===== config.mk =====
export PLATFORM = sky130hd
export DESIGN_NAME = wb_mem_cache_flat
export DESIGN_NICKNAME = d
export VERILOG_FILES = /design/src/rtl/wb_mem_cache_pkg.sv /design/src/rtl/wb_mem_cache_if.sv /design/src/rtl/wb_cache_array.sv /design/src/rtl/wb_mem_cache.sv /design/src/flat_wrapper.sv
export SDC_FILE = /design/constraint.sdc
export NUM_CORES = 1
export LEC_CHECK = 0
export BUFFER_PORTS_ARGS = -buffer_cell sky130_fd_sc_hd__buf_2
export CAP_MARGIN = 15
export CORE_UTILIZATION = 35
export DETAILED_ROUTE_END_ITERATION = 7
export PLACE_DENSITY = 0.6
export SYNTH_ARGS = -nofsm -noshare
export SYNTH_HDL_FRONTEND = slang
export SYNTH_SLANG_ARGS = --single-unit

===== constraint.sdc =====
create_clock -name i_clk -period 6.58 [get_ports i_clk]
set_clock_uncertainty 0.2 [all_clocks]
set_input_delay 1.316 -clock i_clk [delete_from_list [all_inputs] [get_ports i_clk]]
set_output_delay 1.316 -clock i_clk [all_outputs]
set_load 0.01 [all_outputs]

===== src/rtl/wb_mem_cache_pkg.sv =====
// Shared types and defaults for the write-through, direct-mapped word cache
// that sits in front of a slow SPI SRAM.
package wb_mem_cache_pkg;

  localparam int         ENTRIES_DEF = 8;
  localparam int         ADR_W_DEF   = 14;
  localparam logic [3:0] SEL_ALL     = 4'hF;

  typedef enum logic [1:0] {
    IDLE  = 2'd0,
    FILL  = 2'd1,
    WRITE = 2'd2,
    ACK   = 2'd3
  } state_e;

  function automatic logic [31:0] byte_merge(input logic [31:0] old_dat,
                                             input logic [31:0] new_dat,
                                             input logic [3:0]  sel);
    logic [31:0] res;
    res = old_dat;
    for (int b = 0; b < 4; b++) begin
      if (sel[b]) begin
        res[8*b +: 8] = new_dat[8*b +: 8];
      end else begin
        res[8*b +: 8] = old_dat[8*b +: 8];
      end
    end
    return res;
  endfunction

endpackage


===== src/rtl/wb_mem_cache_if.sv =====
// CPU-side Wishbone and SRAM-side bus signals of the cache; the slave
// modport is the cache's view, the master modport the surrounding system's.
interface wb_mem_cache_if
  import wb_mem_cache_pkg::*;
#(
  parameter int ADR_W = ADR_W_DEF
);
  logic [ADR_W-1:0] i_wb_adr;
  logic [31:0]      i_wb_dat;
  logic [3:0]       i_wb_sel;
  logic             i_wb_we;
  logic             i_wb_stb;
  logic [31:0]      o_wb_rdt;
  logic             o_wb_ack;
  logic             o_mem_cyc;
  logic [ADR_W-1:0] o_mem_adr;
  logic             o_mem_we;
  logic [31:0]      o_mem_dat;
  logic [3:0]       o_mem_sel;
  logic [31:0]      i_mem_rdt;
  logic             i_mem_ack;

  modport slave (
    input  i_wb_adr, i_wb_dat, i_wb_sel, i_wb_we, i_wb_stb, i_mem_rdt, i_mem_ack,
    output o_wb_rdt, o_wb_ack, o_mem_cyc, o_mem_adr, o_mem_we, o_mem_dat, o_mem_sel
  );

  modport master (
    output i_wb_adr, i_wb_dat, i_wb_sel, i_wb_we, i_wb_stb, i_mem_rdt, i_mem_ack,
    input  o_wb_rdt, o_wb_ack, o_mem_cyc, o_mem_adr, o_mem_we, o_mem_dat, o_mem_sel
  );
endinterface


===== src/rtl/wb_cache_array.sv =====
// Line storage: valid/tag/data per index, combinational hit compare,
// whole-line fill and byte-merge update of a hitting line.
module wb_cache_array
  import wb_mem_cache_pkg::*;
#(
  parameter int ENTRIES = ENTRIES_DEF,
  parameter int ADR_W   = ADR_W_DEF
) (
  input  logic             i_clk,
  input  logic             i_rst,
  input  logic             i_flush,
  input  logic [ADR_W-1:0] i_adr,
  output logic             o_hit,
  output logic [31:0]      o_dat,
  input  logic             i_fill,
  input  logic [31:0]      i_fill_dat,
  input  logic             i_merge,
  input  logic [3:0]       i_sel,
  input  logic [31:0]      i_wr_dat
);
  localparam int IDX_W = $clog2(ENTRIES);
  localparam int TAG_W = ADR_W - IDX_W;

  logic [ENTRIES-1:0] valid_q;
  logic [TAG_W-1:0]   tag_q  [ENTRIES];
  logic [31:0]        data_q [ENTRIES];
  logic [IDX_W-1:0]   idx_s;
  logic [TAG_W-1:0]   tag_s;

  assign idx_s = i_adr[IDX_W-1:0];
  assign tag_s = i_adr[ADR_W-1:IDX_W];
  assign o_hit = valid_q[idx_s] && (tag_q[idx_s] == tag_s);
  assign o_dat = data_q[idx_s];

  // Valid bits: flush beats a coincident fill so the filled line stays invalid.
  always_ff @(posedge i_clk) begin
    if (i_rst) begin
      valid_q <= '0;
    end else if (i_flush) begin
      valid_q <= '0;
    end else if (i_fill) begin
      valid_q[idx_s] <= 1'b1;
    end else begin
      valid_q <= valid_q;
    end
  end

  // Tag and data need no reset; they are qualified by the valid bit.
  always_ff @(posedge i_clk) begin
    if (i_fill) begin
      tag_q[idx_s]  <= tag_s;
      data_q[idx_s] <= i_fill_dat;
    end else if (i_merge && o_hit) begin
      data_q[idx_s] <= byte_merge(data_q[idx_s], i_wr_dat, i_sel);
    end
  end

endmodule


===== src/rtl/wb_mem_cache.sv =====
// Write-through, read-allocate, direct-mapped one-word cache between a
// Wishbone CPU port and a slow SPI-SRAM controller.
module wb_mem_cache
  import wb_mem_cache_pkg::*;
#(
  parameter int ENTRIES = ENTRIES_DEF,
  parameter int ADR_W   = ADR_W_DEF
) (
  input  logic           i_clk,
  input  logic           i_rst,
  input  logic           i_flush,
  wb_mem_cache_if.slave  bus
);
  state_e           state_q, state_d;
  logic             ack_q, ack_d;
  logic             cyc_q, cyc_d;
  logic             we_q, we_d;
  logic [ADR_W-1:0] adr_q, adr_d;
  logic [31:0]      dat_q, dat_d;
  logic [3:0]       sel_q, sel_d;
  logic [31:0]      rdt_q, rdt_d;
  logic             hit_s;
  logic [31:0]      line_dat_s;
  logic             fill_s;
  logic             merge_s;

  // The CPU holds its address until ack, so it doubles as the fill/merge index.
  wb_cache_array #(
    .ENTRIES (ENTRIES),
    .ADR_W   (ADR_W)
  ) u_array (
    .i_clk      (i_clk),
    .i_rst      (i_rst),
    .i_flush    (i_flush),
    .i_adr      (bus.i_wb_adr),
    .o_hit      (hit_s),
    .o_dat      (line_dat_s),
    .i_fill     (fill_s),
    .i_fill_dat (bus.i_mem_rdt),
    .i_merge    (merge_s),
    .i_sel      (bus.i_wb_sel),
    .i_wr_dat   (bus.i_wb_dat)
  );

  always_comb begin
    state_d = state_q;
    ack_d   = 1'b0;
    cyc_d   = cyc_q;
    we_d    = we_q;
    adr_d   = adr_q;
    dat_d   = dat_q;
    sel_d   = sel_q;
    rdt_d   = rdt_q;
    fill_s  = 1'b0;
    merge_s = 1'b0;
    case (state_q)
      IDLE: begin
        if (bus.i_wb_stb && bus.i_wb_we) begin
          state_d = WRITE;
          cyc_d   = 1'b1;
          we_d    = 1'b1;
          adr_d   = bus.i_wb_adr;
          dat_d   = bus.i_wb_dat;
          sel_d   = bus.i_wb_sel;
        end else if (bus.i_wb_stb && hit_s) begin
          state_d = ACK;
          ack_d   = 1'b1;
          rdt_d   = line_dat_s;
        end else if (bus.i_wb_stb) begin
          state_d = FILL;
          cyc_d   = 1'b1;
          we_d    = 1'b0;
          adr_d   = bus.i_wb_adr;
          sel_d   = SEL_ALL;
        end else begin
          state_d = IDLE;
        end
      end
      FILL: begin
        if (bus.i_mem_ack) begin
          fill_s  = 1'b1;
          rdt_d   = bus.i_mem_rdt;
          cyc_d   = 1'b0;
          ack_d   = 1'b1;
          state_d = ACK;
        end else begin
          state_d = FILL;
        end
      end
      WRITE: begin
        if (bus.i_mem_ack) begin
          // A coincident flush suppresses the merge; the line is invalid anyway.
          merge_s = !i_flush;
          cyc_d   = 1'b0;
          we_d    = 1'b0;
          ack_d   = 1'b1;
          state_d = ACK;
        end else begin
          state_d = WRITE;
        end
      end
      ACK: begin
        state_d = IDLE;
      end
      default: begin
        state_d = IDLE;
        cyc_d   = 1'b0;
        we_d    = 1'b0;
      end
    endcase
  end

  always_ff @(posedge i_clk) begin
    if (i_rst) begin
      state_q <= IDLE;
      ack_q   <= 1'b0;
      cyc_q   <= 1'b0;
      we_q    <= 1'b0;
      adr_q   <= '0;
      dat_q   <= 32'h0000_0000;
      sel_q   <= 4'h0;
      rdt_q   <= 32'h0000_0000;
    end else begin
      state_q <= state_d;
      ack_q   <= ack_d;
      cyc_q   <= cyc_d;
      we_q    <= we_d;
      adr_q   <= adr_d;
      dat_q   <= dat_d;
      sel_q   <= sel_d;
      rdt_q   <= rdt_d;
    end
  end

  assign bus.o_wb_ack  = ack_q;
  assign bus.o_wb_rdt  = rdt_q;
  assign bus.o_mem_cyc = cyc_q;
  assign bus.o_mem_we  = we_q;
  assign bus.o_mem_adr = adr_q;
  assign bus.o_mem_dat = dat_q;
  assign bus.o_mem_sel = sel_q;

endmodule


===== src/flat_wrapper.sv =====
// flat-port wrapper written by rule: the top's interface ports become plain ports
module wb_mem_cache_flat import wb_mem_cache_pkg::*;
#(
  parameter int ENTRIES = ENTRIES_DEF,
  parameter int ADR_W   = ADR_W_DEF
)
  (i_clk, i_rst, i_flush, bus_i_wb_adr, bus_i_wb_dat, bus_i_wb_sel, bus_i_wb_we, bus_i_wb_stb, bus_i_mem_rdt, bus_i_mem_ack, bus_o_wb_rdt, bus_o_wb_ack, bus_o_mem_cyc, bus_o_mem_adr, bus_o_mem_we, bus_o_mem_dat, bus_o_mem_sel);
  wb_mem_cache_if #(.ADR_W(ADR_W)) bus_i ();
  input  logic i_clk;
  input  logic i_rst;
  input  logic i_flush;
  input wire logic [$bits(bus_i.i_wb_adr)-1:0] bus_i_wb_adr;
  input wire logic [$bits(bus_i.i_wb_dat)-1:0] bus_i_wb_dat;
  input wire logic [$bits(bus_i.i_wb_sel)-1:0] bus_i_wb_sel;
  input wire logic [$bits(bus_i.i_wb_we)-1:0] bus_i_wb_we;
  input wire logic [$bits(bus_i.i_wb_stb)-1:0] bus_i_wb_stb;
  input wire logic [$bits(bus_i.i_mem_rdt)-1:0] bus_i_mem_rdt;
  input wire logic [$bits(bus_i.i_mem_ack)-1:0] bus_i_mem_ack;
  output wire logic [$bits(bus_i.o_wb_rdt)-1:0] bus_o_wb_rdt;
  output wire logic [$bits(bus_i.o_wb_ack)-1:0] bus_o_wb_ack;
  output wire logic [$bits(bus_i.o_mem_cyc)-1:0] bus_o_mem_cyc;
  output wire logic [$bits(bus_i.o_mem_adr)-1:0] bus_o_mem_adr;
  output wire logic [$bits(bus_i.o_mem_we)-1:0] bus_o_mem_we;
  output wire logic [$bits(bus_i.o_mem_dat)-1:0] bus_o_mem_dat;
  output wire logic [$bits(bus_i.o_mem_sel)-1:0] bus_o_mem_sel;
  assign bus_i.i_wb_adr = bus_i_wb_adr;
  assign bus_i.i_wb_dat = bus_i_wb_dat;
  assign bus_i.i_wb_sel = bus_i_wb_sel;
  assign bus_i.i_wb_we = bus_i_wb_we;
  assign bus_i.i_wb_stb = bus_i_wb_stb;
  assign bus_i.i_mem_rdt = bus_i_mem_rdt;
  assign bus_i.i_mem_ack = bus_i_mem_ack;
  assign bus_o_wb_rdt = bus_i.o_wb_rdt;
  assign bus_o_wb_ack = bus_i.o_wb_ack;
  assign bus_o_mem_cyc = bus_i.o_mem_cyc;
  assign bus_o_mem_adr = bus_i.o_mem_adr;
  assign bus_o_mem_we = bus_i.o_mem_we;
  assign bus_o_mem_dat = bus_i.o_mem_dat;
  assign bus_o_mem_sel = bus_i.o_mem_sel;
  wb_mem_cache #(.ENTRIES(ENTRIES), .ADR_W(ADR_W)) u_core (.i_clk(i_clk), .i_rst(i_rst), .i_flush(i_flush), .bus(bus_i));
endmodule

==> reports/metrics.cfg, run 1 <==
[logic_synthesis]
ys_ff_latch = 439
syn_inst = 1216
ys.flop_type = edfxtp_1
syn_area_um2 = 17300
async_reset_ff_share_pct = 0
synth-edff-count = 344
synth_seq_area_share_pct = 70.5
synth_warnings = 0
syn-num-nets = 1308
syn_area_per_cell_um2 = 14.3
synth_cell_type_count = 58

[worst_setup_path]
cpPeakStageDelay_ns = 0.52
cpMostUsedCell = buf_4
critPathArrivalTime_ns = 4.84
rr_endpoint = u_core.u_array.data_q[1][23]
r2r-start = u_core.u_array.tag_q[1][9]
critical_path_buf_inv_count = 3
path_cells = buf_2, nor2_2, a221o_1, a222oi_1, xnor2_1, nor4_1, nand4_1, o31ai_1, buf_4, and2_2, buf_4
crit_type = input pin to flop
crit_family = buffers and inverters
rr_worst_depth = 10
cp_slowest_cell = buf_2
crit_cells = 11
critPathMaxFanout = 30
start_kind = input pin
crit_required_ns = 6.57
rrSetupSlack_ns = 2.75
end_kind = flop

[sta]
finalSetupViolCount = 0
fmax_ghz = 0.206
period_minus_slack_ns = 4.84
worst_slew_pin_slew_ns = 0.943
finalMaxSlewViolations = 0
rsz0062_at_grt = false
finalSetupTns_ns = 0
finalCritPeriodShare_pct = 73.6
hold_viol = 0
maxSlewHeadroom_pct = 36.6

[drt]
vias_per_cell = 5.24
avgRoutedWirePerCell_um = 21.9
antenna_left = 0
dr.first_iter.drc_count = 950
drc_errors = 0
drt_pass1_iterations = 5
routed_wirelength_mm = 45.8
vias = 10933

[final_layout]
antenna_cells = 0
fin_nets = 1479
seqCellArea_um2 = 12200
nFillCells = 4414
layout-area-overhead-vs-synth_pct = 18.3
multi_input_area_um2 = 4750
final_util_pct = 41.9
drive_gt1_share_pct = 24.0

[floorplanning]
dieWidth_um = 225
start_util_pct = 35.4
ioPinCount = 173
fp-row-count = 81
core_area_um2 = 49000
die_y_um = 225
dieArea_um2 = 50400

[global_route]
use_met3_pct = 3.46
grt_start_max_net_pins = 47
grt_pass1_vias = 10904
grt-busiest-layer = met2
antenna_found_initial = 0
grtUsageMet1_pct = 24.9
met2_usage_pct = 28.8
overflow = 0
grt_first_pass_wirelength_mm = 68.1
grt_usage_pct = 18.1

[clock_tree]
cts_made_buffers = 47
cts_buffer_depth = 3
clock_latency_ns = 0.57
cts_tree = done
ctsResizeCount = 0
htreeDepth = 2
cts_hold_buf = 0
post_cts_buffers = 0
clkTransAtPathRegs_ns = 0.06
root_buffer = clkbuf_16
clock_sinks = 439

[placement]
gp_congestion = 0.800
numPortBuffers = 172
hpwl_mm = 27.8

[power]
p_comb_share_pct = 12.2
sw_frac_of_total_pct = 24.8
ir_drop_uv = 210
p_int_w = 0.00486
p_per_area_nw_per_um2 = 315
clock_power_share_pct = 39.1
power.switching_w = 0.00160
p_leak_nw = 7.20
seq_power_share_pct = 48.7

[min_path]
min_path_type = flop to flop
holdPathStages = 2
min_to = u_core.bus.o_mem_dat[31]
min_from = u_core.bus.o_mem_dat[31]

[flow_run]
max_cap_violations = 0

[status]
status = finished, final reports clean

final cells by class:
class	instances	share of cell area [%]
flip-flops and latches	439	59.6
clock buffers	63	6.33
repair buffers	205	5.78
clock inverters	23	0.854
multi-input cells	685	23.2
well taps	664	4.05
inverters	9	0.165
sequential cells by signal (all words and copies together) (netlist names):
name / cells
u_core.bus.o_mem_we: 1
u_core.u_array.tag_q: 88
u_core.bus.o_wb_rdt: 32
u_core.bus.o_mem_adr: 14
u_core.bus.o_mem_sel: 4
u_core.state_q: 2
u_core.u_array.data_q: 256
u_core.bus.o_mem_dat: 32
u_core.u_array.valid_q: 8
u_core.bus.o_wb_ack: 1
u_core.bus.o_mem_cyc: 1
layer usage:
layer,vias up,wire length [µm]
met5,-,0
met1,5408,20100
met4,0,1160
met2,442,21200
li1,5010,-
met3,73,3350
per-stage QoR:
step                power, W  area [µm²]  setup WS, ns  hold slack, ns  instances
floorplan            0.00370       17300          1.74           0.232       1216
global placement     0.00399       19000          1.19           0.239       2002
detailed placement   0.00400       19000          1.21           0.245       2002
CTS                  0.00652       20500          1.78           0.253       2088
global route         0.00670       20500          1.47           0.278       2088
finish               0.00646       20500          1.74           0.250       2088
worst reg2reg max path: cells and delay by family, from the launching register on:
kind,cells,cell delay [ns]
buf+inv,2,0.68
simple gates,3,0.68
mux,1,0.27
flops,1,0.37
compound gates,3,0.99
xor+xnor,1,0.24
cells by family (layout without fill, tap and decap cells):
family                     Yosys count  after routing  share of synthesized area, %
DFF                                439            439                          70.5
and+or+nand+nor                    275            275                          7.24
AOI/OAI and AO/OA                  263            263                          10.5
muxes                              133            133                          8.59
buffers and inverters               92            300                          2.33
xor gates and xnor gates            10             10                         0.505
adders and majority gates            4              4                         0.289
power by group through the flow:
stage	registers [W]	logic [W]	clock network, W
floorplan	0.00323	0.000462	0
finish	0.00315	0.000790	0.00252
global route	0.00316	0.000868	0.00268
CTS	0.00315	0.000798	0.00257
detailed placement	0.00321	0.000794	0
global placement	0.00320	0.000787	0
synth_stat cells, drive strengths merged (3+ instances only):
cell,count,area share [%]
mux4,8,1.0
edfxtp,344,60
nor3,8,0.26
o31ai,3,0.16
and3,36,1.3
o21ai,69,2.0
nand3b,3,0.13
a21oi,40,1.2
ha,4,0.29
a22o,20,1.0
dfxtp,95,11
a221o,4,0.23
inv,9,0.19
mux2,47,3.1
nand2,134,2.9
xnor2,6,0.30
a22oi,61,2.6
nand2b,4,0.14
o22ai,6,0.22
xor2,4,0.20
clkbuf,62,1.3
a221oi,28,1.4
nor2,61,1.3
a222oi,7,0.40
nor2b,4,0.14
buf,21,0.79
mux2i,78,4.5
and2,11,0.40
o21a,10,0.43
a311oi,5,0.25
worst max path at each step:
stage | startpoint | endpoint | slack [ns]
floorplan | bus_i_wb_adr[2] | u_core.u_array.data_q[0][0] | 1.74
global placement | bus_i_wb_adr[0] | u_core.u_array.data_q[3][6] | 1.19
detailed placement | bus_i_wb_adr[0] | u_core.u_array.data_q[1][12] | 1.21
CTS | bus_i_wb_adr[0] | u_core.u_array.data_q[1][23] | 1.78
global route | bus_i_wb_adr[0] | u_core.u_array.data_q[1][29] | 1.47
finish | bus_i_wb_adr[0] | u_core.u_array.data_q[1][23] | 1.74
cells in the final DEF, fill, tap and decap left out, drive strengths merged, types with 5 or more instances in the layout:
master,netlist,routed
xnor2,6,6
buf,21,205
nor2,61,61
dfxtp,95,95
a22oi,61,61
o21a,10,10
mux2,47,47
and3,36,36
clkbuf,62,63
nand2,134,134
inv,9,10
edfxtp,344,344
nor3,8,8
and2,11,11
a311oi,5,5
a222oi,7,7
clkinv,0,17
a21oi,40,40
a221oi,28,28
o22ai,6,6
o21ai,69,69
mux2i,78,78
a22o,20,20
mux4,8,8
Power figures use the tool's default switching activity.
==> run 2, diff against run 1 <==
PLACE_DENSITY = 0.62   (was 0.6)
clock period = 3.9 ns   (was 6.58 ns; I/O delays follow)
==> run 2 against run 1 <==
Compared with the run above:
- worst hold slack better by 0.00054 ns
- sequential share of layout area is 1.9 points lower
- utilization is 1.4 points higher
- sequential cell count stayed put
- critical path depth stayed put
- via count is 2.2% higher
- final cell count is 2.5% higher
- critical endpoint is now u_core.u_array.data_q[3][22]
- largest cell class unchanged
- largest power group unchanged
==> reports/metrics.cfg, run 2 (synthesis gave the netlist of run 1 again) <==
[power]
sw_frac_of_total_pct = 24.5
power.switching_w = 0.00278
seq_power_share_pct = 46.9
p_comb_share_pct = 12.4
power.total_w = 0.0113
ir_drop_uv = 340
p_int_w = 0.00854
p_leak_nw = 7.56
p_per_area_nw_per_um2 = 534
clock_power_share_pct = 40.7

[min_path]
min_path_type = input pin to flop
holdPathStages = 3

[final_layout]
final_util_pct = 43.3
layout-area-overhead-vs-synth_pct = 22.3
final_area_um2 = 21200
fin_nets = 1532
final_cell_mix = edfxtp_1 (344), buf_2 (171), nand2_1 (133)
largest_reg_flops = 256
drive_gt1_share_pct = 27.4
largest-register = u_core.u_array.data_q
layout.cells.most_common = edfxtp_1
reg_top3 = u_core.u_array.data_q x256, u_core.u_array.tag_q x88
antenna_cells = 0

[sta]
finalMaxSlewViolations = 0
maxSlewHeadroom_pct = 39.3
worst_slew_pin_slew_ns = 0.911
hold_viol = 0
period_minus_slack_ns = 3.51
finalSetupViolCount = 0
finalSetupTns_ns = 0
rsz0062_at_grt = false
finalCritPeriodShare_pct = 90.0
fmax_ghz = 0.285

[worst_setup_path]
critPathMaxFanout = 17
cp_slowest_cell = a222oi_1
cpMostUsedCell = buf_4
end_kind = flop
start_kind = input pin
crit_type = input pin to flop
cpPeakStageDelay_ns = 0.39
path_cells = buf_2, buf_4, a221o_1, a222oi_1, xnor2_1, nor4_1, nand4_1, o31ai_1, buf_4, and2_2, buf_4
crit_required_ns = 3.97
rr_worst_depth = 10
critPathArrivalTime_ns = 3.58

[drt]
drc_errors = 0
dr.first_iter.drc_count = 891
vias_per_cell = 5.22
routed_wirelength_mm = 46.3
drt_pass1_iterations = 7
vias = 11170
avgRoutedWirePerCell_um = 21.6
antenna_left = 0

[floorplanning]
dieArea_um2 = 50400
dieWidth_um = 225
ioPinCount = 173
core_area_um2 = 49000
die_y_um = 225
fp-row-count = 81
start_util_pct = 35.4

[placement]
numPortBuffers = 172
post_dp_cell_area_um2 = 19600
hpwl_mm = 29.4
gp_congestion = 0.777

[global_route]
grt_start_max_net_pins = 62
grt_first_pass_wirelength_mm = 68.3
antenna_found_initial = 0
grt_usage_pct = 18.3
grt_pass1_vias = 10861
overflow = 0

[clock_tree]
ctsResizeCount = 0
clock_sinks = 439
clock_latency_ns = 0.58
clkTransAtPathRegs_ns = 0.06
cts_tree = done
post_cts_buffers = 0
htreeDepth = 2
cts_made_buffers = 46
cts_buffer_depth = 3
root_buffer = clkbuf_16
cts_hold_buf = 0

[flow_run]
max_cap_violations = 0

[status]
status = finished, final reports clean

==> run 2: changes by cell type in the layout (fill, tap and decap cells not counted), sizes merged <==
cell      previous run  this run
buf                205       259
bufinv               2         8
clkbuf              63        54
clkinv              17        14
clkinvlp             3         4
inv                 10        13
==> run 2: power by group through the flow <==
stage	logic, W	clock network, W	registers [W]
global route	0.00154	0.00487	0.00533
CTS	0.00142	0.00470	0.00531
finish	0.00140	0.00461	0.00531
detailed placement	0.00141	0	0.00541
global placement	0.00139	0	0.00540
floorplan	0.000781	0	0.00546
==> run 2: per-stage QoR <==
step                      hold slack, ns  cells  setup slack (ns)
after floorplan                    0.232   1216           -0.0838
after global placement             0.241   2056            -0.217
after detailed placement           0.247   2056            -0.146
after CTS                          0.227   2140             0.411
after global routing               0.249   2140             0.193
final                              0.251   2140             0.388
==> run 2: final cells by class <==
| class | instances | area [µm²] |
|---|---|---|
| fill | 4396 | 27800 |
| sequential | 439 | 12200 |
| multi-input combinational | 685 | 4750 |
| timing repair buffer | 259 | 1750 |
| clock buffer | 54 | 1200 |
| tap | 664 | 831 |
| clock inverter | 30 | 394 |
| inverter | 9 | 33.8 |
==> run 2: final timing paths <==
check / from / to / slack [ns]
max: bus_i_wb_adr[2] / u_core.u_array.data_q[3][22] / 0.39
min: bus_i_wb_dat[14] / u_core.bus.o_mem_dat[14] / 0.25
max reg2reg: u_core.u_array.tag_q[3][9] / u_core.u_array.data_q[3][22] / 0.44
min reg2reg: u_core.bus.o_mem_dat[29] / u_core.bus.o_mem_dat[29] / 0.25
==> run 2: critical path: cells and delay by family <==
family | cells | cell delay (ns)
compound gates | 3 | 1.00
buf+inv | 4 | 0.92
simple gates | 3 | 0.70
xor+xnor | 1 | 0.16
==> run 2: per-layer routing <==
metal | GRT usage, % | up-vias | share of wire (%)
li1 | - | 5109 | -
met1 | 25.5 | 5539 | 44
met2 | 29.4 | 454 | 47
met3 | 2.78 | 68 | 6.8
met4 | 5.64 | 0 | 2.3
met5 | 0 | - | 0
==> run 3, diff against run 2 <==
PLACE_DENSITY = default   (was 0.62)
SKIP_CTS_REPAIR_TIMING = 1   (was default)
==> run 3 against run 2 <==
Compared with the run above:
- first-iteration DRC count fell by 8.6%
- combinational power barely moved
- register-to-register slack lost 0.07 ns
- highest routed layer unchanged
- sequential share of layout area decreased by 0.089 points
- clock power up 4%
- global-route usage up 0.24 points
- die area is the same
- critical path depth did not move
- worst setup slack worse by 0.11 ns
- power increased by 1.3%
- clock-buffer cell count grew 15
- non-clock buffer count shrank 5
==> reports/metrics.cfg, run 3 (synthesis gave the netlist of run 1 again) <==
[min_path]
min_to = u_core.bus.o_mem_dat[4]
holdPathStages = 2
min_from = u_core.bus.o_mem_dat[4]
min_path_type = flop to flop

[sta]
maxSlewHeadroom_pct = 47.1
rsz0062_at_grt = false
finalMaxSlewViolations = 0
fmax_ghz = 0.276
hold_viol = 0
finalCritPeriodShare_pct = 92.9
finalSetupViolCount = 0
worst_slew_pin_slew_ns = 0.793
finalSetupTns_ns = 0
worst_slack_ns = 0.277
period_minus_slack_ns = 3.62

[worst_setup_path]
rrSetupSlack_ns = 0.37
crit_required_ns = 3.95
rr_worst_depth = 10
rr_endpoint = u_core.u_array.data_q[1][7]
crit_type = input pin to flop
critPathArrivalTime_ns = 3.68
end_kind = flop
critPathMaxFanout = 8
start_kind = input pin
r2r-start = u_core.u_array.tag_q[1][9]

[floorplanning]
die_y_um = 225
core_area_um2 = 49000
dieArea_um2 = 50400
ioPinCount = 173
fp-row-count = 81
start_util_pct = 35.4
dieWidth_um = 225

[status]
status = finished, final reports clean

[global_route]
grt_usage_pct = 18.6
grt_start_max_net_pins = 66
antenna_found_initial = 1
overflow = 0
grt_first_pass_wirelength_mm = 69.6
grt_pass1_vias = 11114

[flow_run]
max_cap_violations = 0

[drt]
vias = 11180
drc_errors = 0
antenna_left = 0
drt_pass1_iterations = 7
avgRoutedWirePerCell_um = 21.8
dr.first_iter.drc_count = 814
vias_per_cell = 5.23
routed_wirelength_mm = 46.7

[placement]
hpwl_mm = 28.4
gp_congestion = 0.780
pre_cts_slack_ns = -0.206
numPortBuffers = 172

[clock_tree]
clock_sinks = 439
root_buffer = clkbuf_16
clkTransAtPathRegs_ns = 0.05
cts_buffer_depth = 3
htreeDepth = 2
clock_latency_ns = 0.59
cts_tree = done
cts_made_buffers = 47

[power]
ir_drop_uv = 279
p_leak_nw = 7.58
p_per_area_nw_per_um2 = 541
power.total_w = 0.0115

[final_layout]
drive_gt1_share_pct = 26.9
final_cell_mix = edfxtp_1 (344), buf_2 (171), nand2_1 (134)
antenna_cells = 0
nFillCells = 4381
fin_nets = 1528
largest-register = u_core.u_array.data_q
seqCellArea_um2 = 12200
multi_input_area_um2 = 4750
layout.cells.most_common = edfxtp_1
reg_top3 = u_core.u_array.data_q x256, u_core.u_array.tag_q x88
largest_reg_flops = 256
layout-area-overhead-vs-synth_pct = 22.4

run 3: changes by cell type in the layout (fill, tap and decap cells not counted), sizes merged:
cell,previous run,this run
clkbuf,54,69
clkinvlp,4,2
inv,13,10
buf,259,254
clkinv,14,7
run 3: worst max path at each step:
stage	startpoint	to	slack [ns]	cells past startpoint
finish	bus_i_wb_adr[1]	u_core.u_array.data_q[1][7]	0.28	11
detailed placement	bus_i_wb_adr[1]	u_core.u_array.data_q[1][7]	-0.21	11
CTS	bus_i_wb_adr[1]	u_core.u_array.data_q[1][7]	0.35	11
global route	bus_i_wb_adr[2]	u_core.u_array.data_q[1][7]	0.16	11
floorplan	bus_i_wb_adr[2]	u_core.u_array.data_q[0][0]	-0.08	10
global placement	bus_i_wb_adr[1]	u_core.u_array.data_q[1][16]	-0.28	11
run 3: area by class of cell:
class | count | area share, %
multi-input cells | 685 | 22.4
well taps | 664 | 3.91
repair buffers | 254 | 8.08
inverters | 9 | 0.159
flip-flops and latches | 439 | 57.6
clock inverters | 18 | 1.45
clock buffers | 69 | 6.42
run 3: layer usage:
layer / vias to the layer above / routed length (µm) / global-route usage (%)
met5: - / 0 / 0
met3: 67 / 3430 / 4.31
met1: 5603 / 20700 / 25.5
met2: 401 / 21500 / 29.1
li1: 5109 / - / -
met4: 0 / 1060 / 5.66
run 3: critical path, cell delays in order:
cell	delay, ns
buf_2	0.16
mux2_2	0.35
a221o_1	0.31
a222oi_1	0.38
xnor2_1	0.16
nor4_1	0.20
nand4_1	0.26
o31ai_1	0.39
buf_4	0.23
and2_2	0.22
buf_4	0.23
run 3: per-stage QoR:
| stage | util [%] | instances | hold slack (ns) | area (µm²) |
|---|---|---|---|---|
| global route | 43.4 | 2138 | 0.241 | 21200 |
| floorplan | - | 1216 | 0.232 | 17400 |
| CTS | 43.4 | 2138 | 0.223 | 21200 |
| detailed placement | 40.0 | 2051 | 0.244 | 19600 |
| finish | 43.4 | 2138 | 0.250 | 21200 |
| global placement | 40.0 | 2051 | 0.240 | 19600 |
run 3: power by group:
part	switching [W]	internal (W)
clock network	0.00182	0.00296
logic	0.000848	0.000542
registers	0.0000846	0.00523
